File: config.mk
export PLATFORM = sky130hd
export DESIGN_NAME = regfile_sync_rd
export DESIGN_NICKNAME = d
export VERILOG_FILES = /design/src/rtl/regfile_sync_rd.sv
export SDC_FILE = /design/constraint.sdc
export NUM_CORES = 2
export LEC_CHECK = 0
export CAP_MARGIN = 40
export CORE_MARGIN = 1.5
export CORE_UTILIZATION = 68
export CTS_CLUSTER_DIAMETER = 60
export DETAILED_ROUTE_END_ITERATION = 6
export PLACE_DENSITY = 0.86
export SLEW_MARGIN = 5
export SYNTH_ARGS = -nofsm -noshare
export SYNTH_HDL_FRONTEND = slang
export SYNTH_SLANG_ARGS = --single-unit
File: constraint.sdc
create_clock -name clk -period 2.7 [get_ports clk]
set_input_delay 0.405 -clock clk [delete_from_list [all_inputs] [get_ports clk]]
set_output_delay 0.405 -clock clk [all_outputs]
set_load 0.02 [all_outputs]
File: src/rtl/regfile_sync_rd.sv
// Multi-port register file: synchronous write, registered (1-cycle) reads with
// same-edge write->read bypass and an optional hardwired-zero top register.
module regfile_sync_rd #(
    parameter int WIDTH    = 64,
    parameter int DEPTH    = 32,
    parameter int NRD      = 2,
    parameter int ZERO_REG = 1,
    parameter int AW       = $clog2(DEPTH)
) (
    input  logic                 clk,
    input  logic                 reset_n,
    input  logic                 wr_en,
    input  logic [AW-1:0]        wr_addr,
    input  logic [WIDTH-1:0]     wr_data,
    input  logic [NRD-1:0]       rd_en,
    input  logic [NRD*AW-1:0]    rd_addr,
    output logic [NRD*WIDTH-1:0] rd_data,
    output logic [NRD-1:0]       rd_valid
);

    // One extra bit so DEPTH itself is representable when DEPTH is a power of 2.
    localparam logic [AW:0]   DEPTH_EXT = (AW+1)'(DEPTH);
    localparam logic [AW-1:0] TOP_ADDR  = AW'(DEPTH - 1);

    logic [WIDTH-1:0] regs [DEPTH];
    logic             wr_ok;

    // An address is live when it names a real register other than the zero register.
    function automatic logic addr_live(input logic [AW-1:0] a);
        return ({1'b0, a} < DEPTH_EXT) && !((ZERO_REG != 0) && (a == TOP_ADDR));
    endfunction

    assign wr_ok = wr_en && addr_live(wr_addr);

    always_ff @(posedge clk or negedge reset_n) begin
        if (!reset_n) begin
            for (int i = 0; i < DEPTH; i++) begin
                regs[i] <= '0;
            end
        end else if (wr_ok) begin
            regs[wr_addr] <= wr_data;
        end
    end

    for (genvar p = 0; p < NRD; p++) begin : g_port
        logic [AW-1:0]    addr;
        logic [WIDTH-1:0] rd_value;
        logic [WIDTH-1:0] data_q;
        logic             valid_q;

        assign addr = rd_addr[p*AW +: AW];

        // A write landing on the same edge overrides the stored value.
        always_comb begin
            rd_value = '0;
            if (addr_live(addr)) begin
                if (wr_ok && (wr_addr == addr)) begin
                    rd_value = wr_data;
                end else begin
                    rd_value = regs[addr];
                end
            end
        end

        always_ff @(posedge clk or negedge reset_n) begin
            if (!reset_n) begin
                data_q  <= '0;
                valid_q <= 1'b0;
            end else begin
                valid_q <= rd_en[p];
                if (rd_en[p]) begin
                    data_q <= rd_value;
                end
            end
        end

        assign rd_data[p*WIDTH +: WIDTH] = data_q;
        assign rd_valid[p]               = valid_q;
    end

endmodule

==> Word level (Yosys, flattened, before mapping) <==
Cells that the tools add are included.
{ "word_totals": {"ff_bits": 2178, "elab_cells": 66} }
{ "op_classes": {"n_lt_le_gt_ge": 4, "n_reduce_logical": 5, "n_bitwise": 3, "n_eq_ne": 5, "n_mux": 13} }
{ "ops": {"columns": ["operator", "count"], "rows": [
  ["2048-bit bitwise mux", 1],
  ["64-bit binary-select mux with 5-bit select", 2],
  ["64-bit two-way mux", 9],
  ["64-bit demux with 5-bit select", 1],
  ["6-bit greater-or-equal comparator (second input constant)", 3],
  ["5-bit NOT with 6-bit output", 3],
  ["5-bit == test (second input constant)", 3],
  ["5-bit == test", 2],
  ["6-bit by 1-bit < comparator with 1-bit output (second input constant)", 1],
  ["1-bit logical AND", 4],
  ["1-bit logical NOT", 1]
]} }

==> Longest topological paths before layout <==
{ "logic_depth": {"depth_word": 6, "ltp_mapped": 10} }

==> Worst setup path after synthesis <==
OpenSTA, ideal clock, no wires.
{ "synth_timing": {"path_kind": "input-to-reg", "start": "in rd_addr[6]", "end": "reg g_port[1].data_q[12]", "t_arrival_ns": 2.171, "path_buffers": 4, "path_stages": 8, "setup_time_ns": 0.126, "setup_slack_ns": 0.403, "cell_sequence": "buf_2 > buf_2 > buf_2 > clkbuf_1 > mux4_2 > a21oi_1 > o21ai_0 > a221o_1"} }
{ "synth_via": {"elab_chain_cells": 6, "elab_cells_between_ends": 9, "cone_classes": "eq/ne: 2; mux: 5; bitwise: 1; reduce/logical: 1"} }
{ "synth_lines": {"columns": ["item", "line", "text"], "rows": [
  ["start: declaration", "16", "input logic [NRD*AW-1:0] rd_addr,"],
  ["5-bit NOT with 6-bit output (implied by the code)", "60", "rd_value = regs[addr];"],
  ["64-bit binary-select mux with 5-bit select", "60", null],
  ["64-bit two-way mux (implied by the code) (2 in series)", "60", null],
  ["64-bit two-way mux", "57", "if (wr_ok && (wr_addr == addr)) begin"],
  ["64-bit two-way mux *", "56", "if (addr_live(addr)) begin"],
  ["end signal: assignment", "72", "data_q <= rd_value;"],
  ["end: declaration", "48", "logic [WIDTH-1:0] data_q;"]
]} }
Mark *: on every way between the ends. The rest lies on a longest branch, timed or not. The select of a mux whose other input is x is not followed.
A chain may end at the register's enable or synchronous reset.

==> Worst setup path after layout <==
{ "layout_timing": {"start": "reg g_port[1].data_q[19]", "end": "out rd_data[83]"} }
{ "layout_rtl": {"columns": ["item", "line", "text"], "rows": [
  ["end: declaration", "17", "output logic [NRD*WIDTH-1:0] rd_data,"]
]} }
No word-level cell between the ends.

==> impl_results.md <==
- Tcrit/Tclk final: between 90% and 100%
- # resized after CTS: 0
- Mux cell area share after synthesis: between 40% and 50%
- Initial Util: between 60% and 70%
- Area share of and/or/nand/nor cells after synthesis: between 1 and 1.5%
- GRT overflow: 0
- Worst Skew: about 0.034 ns
- DRT iter0 DRCs: 12,300
- Fmax: ~0.38 GHz
- Die extent in y: ~410 um
- Post-synthesis register bit count: ~2,200
- Multi-input gate area: 55,800 um2
- Min Tclk post-route: around 2.6 ns
- Post-DP HPWL: approximately 240,000 um
- Adder-cell share of the synthesized area: 0%
- Syn Nets: approximately 8,000
- Clock Latency Late Sink: 0.90 ns
- Async SR Flop Fraction: 100%
- Sink Count: about 2,200
- Nets: between 8,000 and 9,000
- Worst setup path class: flop to output port
- Worst-path fanout max: 2
- GRT Resource Usage Total: 46.1%
- Routed len/inst: between 30 and 40 um
- Max VDD drop: ~0.82 mV
- Least-Margin Pin Slew: approximately 0.95 ns
- Critical-path cell list: clkdlybuf4s50_1
- Die ar.: about 170,000 um2
- Post-synth EDFFs: 0
- Cell leakage power: 58.6 nW
- Die W: slightly above 400 um
- Ys flop type: dfrtp_1
- Setup-failing EPs final: 0
- Slowest cell on the critical path: clkdlybuf4s50_1
- Core Util, Final: 78.8%
- Largest net degree at the start of global routing: 94
- Area of the core: 167,000 um2
- Row count: 150
- Initial antenna violation count: 12
- Buffers on Ports: 213
- Crit path DAT: ~2.2 ns
- Slew Limit Headroom: between 30% and 40%
- Avg Cell Area, Syn: roughly 14 um2
- Synthesis-to-layout area growth: 15.3%
- Post-route DRC: 0
- Area contributors post-synth: dfrtp_1, mux2_2, mux4_2, mux2i_1, clkbuf_1
- Worst path required time: between 2 and 2.5 ns
- Fraction of layout cells with a size suffix above 1: 43.9%
- Root Driver: clkbuf_16
- Total Negative Setup Slacks: 0 ns
- FILL cells: around 8,700
- Number of global-route vias before repair: approximately 87,000
- Final slew viol count: 0
- Final Hold Viols: 0
- Maxcap violations: 0
- CTS Buffer Depth: 3
- Post-synth cell types: 50
- Antenna Nets Post-Route: 0
- DR vias: between 80,000 and 90,000
- Crit path max-delay family: buffers and inverters
- P per Cell Area: roughly 730 nW/um2
- Final WL: roughly 390,000 um
- Yosys top cell by area: dfrtp_1
- # IOs: 214
- CP max stage delay: approximately 0.7 ns
- CTS Buf Count: 220
- Final Wtd Congestion: 0.933
- CTS tree: built
- Combinational family with the most area after synthesis: multiplexers
- Setup crit end kind: output port
- H-tree depth: 4
- Total Power: approximately 96 mW
- Synth top area share: between 40% and 50%
- Synth Cell Area: approximately 110,000 um2
- Synthesized instance count: approximately 8,100
- Iteration count of the initial detailed-routing pass: 6
- RSZ-0062 raised after global routing: false
- DR vias/cell: approximately 7.9
- Compound-cell area share of the yosys netlist: under 10%
- Status: finished, final reports clean
- Reg area: around 55,000 um2
- First-pass GRT wire length: ~580,000 um
- Hold Path Class: input pin to flop
- Sequential share of the synthesized area: a little under half
- Synth warn: 0
- Startpoint class of the critical path: flop
- Post-Synth XOR/XNOR Area: 0.0834%
- CP Buf/Inv Count: 1
- Clk slew on worst S/H paths: roughly 0.06 ns
[what timing repair did]
item,CTS,global route
buffers inserted,0,0
hold buffers,1,0
endpoints found under the setup margin,0,0
endpoints found under the hold margin,145,0
[area by class of cell]
type	instances	share of cell area, %
inverter	5	0.0162
tap	2204	2.10
timing repair buffer	896	8.09
multi-input combinational	4988	42.5
sequential	2178	41.5
clock buffer	325	4.97
clock inverter	82	0.884
antenna	16	0.0305
[where the power goes]
group | internal, mW | leakage, nW | switching [mW]
combinational | 11.1 | 26.8 | 8.61
clock | 19.0 | 3.79 | 13.7
sequential | 38.7 | 28.0 | 5.40
[path summary, 6_finish.rpt]
kind                                             startpoint                               end  slack, ns  cells after the start
min                                                rd_en[0]  g_port[0].data_q[40]$_DFFE_PN0P_       0.05                      3
min in group asynchronous                           reset_n             regs[565]$_DFFE_PN0P_       0.13                      2
max                        g_port[1].data_q[19]$_DFFE_PN0P_                       rd_data[83]       0.10                      1
max reg2reg                          regs[1086]$_DFFE_PN0P_  g_port[0].data_q[62]$_DFFE_PN0P_       0.64                      6
max in group asynchronous                           reset_n              regs[68]$_DFFE_PN0P_       1.38                      4
min reg2reg                            regs[52]$_DFFE_PN0P_              regs[52]$_DFFE_PN0P_       0.41                      0
[state kept, by name, indices dropped and copies added, names as in the netlist]
register,flops
regs,2048
g_port.data_q,128
g_port.valid_q,2
[layout by cell type, fill, tap and decap left out, types with 5 or more instances in the layout]
cell type        Yosys  final
a211oi_1           134    134
a21oi_1            254    254
a221o_1            126    126
a221oi_1            79     79
a22o_1              15     15
a22oi_1            128    128
a311o_1              8      8
buf_12               0    262
buf_4               25    419
buf_8                0      7
bufinv_16            0     24
clkbuf_1           558     45
clkbuf_16            0    223
clkbuf_8             0     57
clkdlybuf4s50_1      0    200
clkinv_2             0     34
clkinv_8             0      6
clkinvlp_4           0      6
dfrtp_1           2178   2178
diode_2              0     16
inv_6                0      7
mux2_1              12     12
mux2_2            1988   1988
mux2i_1            978    978
mux4_2             609    609
nand2_1             36     23
nand2_4              0     12
nand3_1             12     10
nand3b_1             6      6
nor2_1              29     18
nor2_4               0     21
nor2b_1            131    120
nor2b_4              0     10
nor3b_1              5      5
o21ai_0            204    204
o221ai_1            96     96
o22ai_1             92     92
xnor2_1              8      8
[per-stage QoR]
| stage | cells | setup WS (ns) | hold WS, ns | cell area, um2 |
|---|---|---|---|---|
| 5_1_grt | 10700 | 0.107 | 0.0516 | 131000 |
| 3_3_place_gp | 10300 | -0.375 | 0.381 | 124000 |
| 3_5_place_dp | 10300 | -0.156 | 0.387 | 124000 |
| 6_report | 10700 | 0.100 | 0.0486 | 131000 |
| 2_1_floorplan | 8090 | 0.403 | 0.109 | 114000 |
| 4_1_cts | 10700 | 0.135 | 0.0173 | 131000 |
[logic make-up after synthesis]
family / after synthesis
xor gates and xnor gates: 10
DFF: 2178
muxes: 3587
AOI/OAI and AO/OA: 1144
and+or+nand+nor: 247
buffers and inverters: 924
[synth_stat cells (12+ instances only)]
master	instances
clkbuf_1	558
dfrtp_1	2178
nor2b_1	131
a21oi_1	254
a22o_1	15
buf_6	13
mux4_2	609
a22oi_1	128
nand2_1	36
nor2_1	29
mux2i_1	978
buf_4	25
o22ai_1	92
mux2_2	1988
buf_2	308
a211oi_1	134
nand3_1	12
a221o_1	126
o21ai_0	204
o221ai_1	96
buf_1	15
mux2_1	12
a221oi_1	79
[metal layers]
layer | GRT usage [%] | up-vias | wire length (um)
met3 | 16.3 | 2085 | 53600
li1 | - | 31400 | -
met2 | 66.1 | 7430 | 170000
met1 | 58.9 | 43100 | 135000
met4 | 31.9 | 12 | 31900
met5 | 0 | - | 84
[worst register-to-register path: cells and delay by family, from the launching register on]
family / cells / cell delay [ns]
multiplexers: 2 / 0.77
AO/OA/AOI/OAI: 3 / 0.60
flip-flops: 1 / 0.41
buffers and inverters: 1 / 0.18
Note: power is estimated with default switching activity, not from simulation.
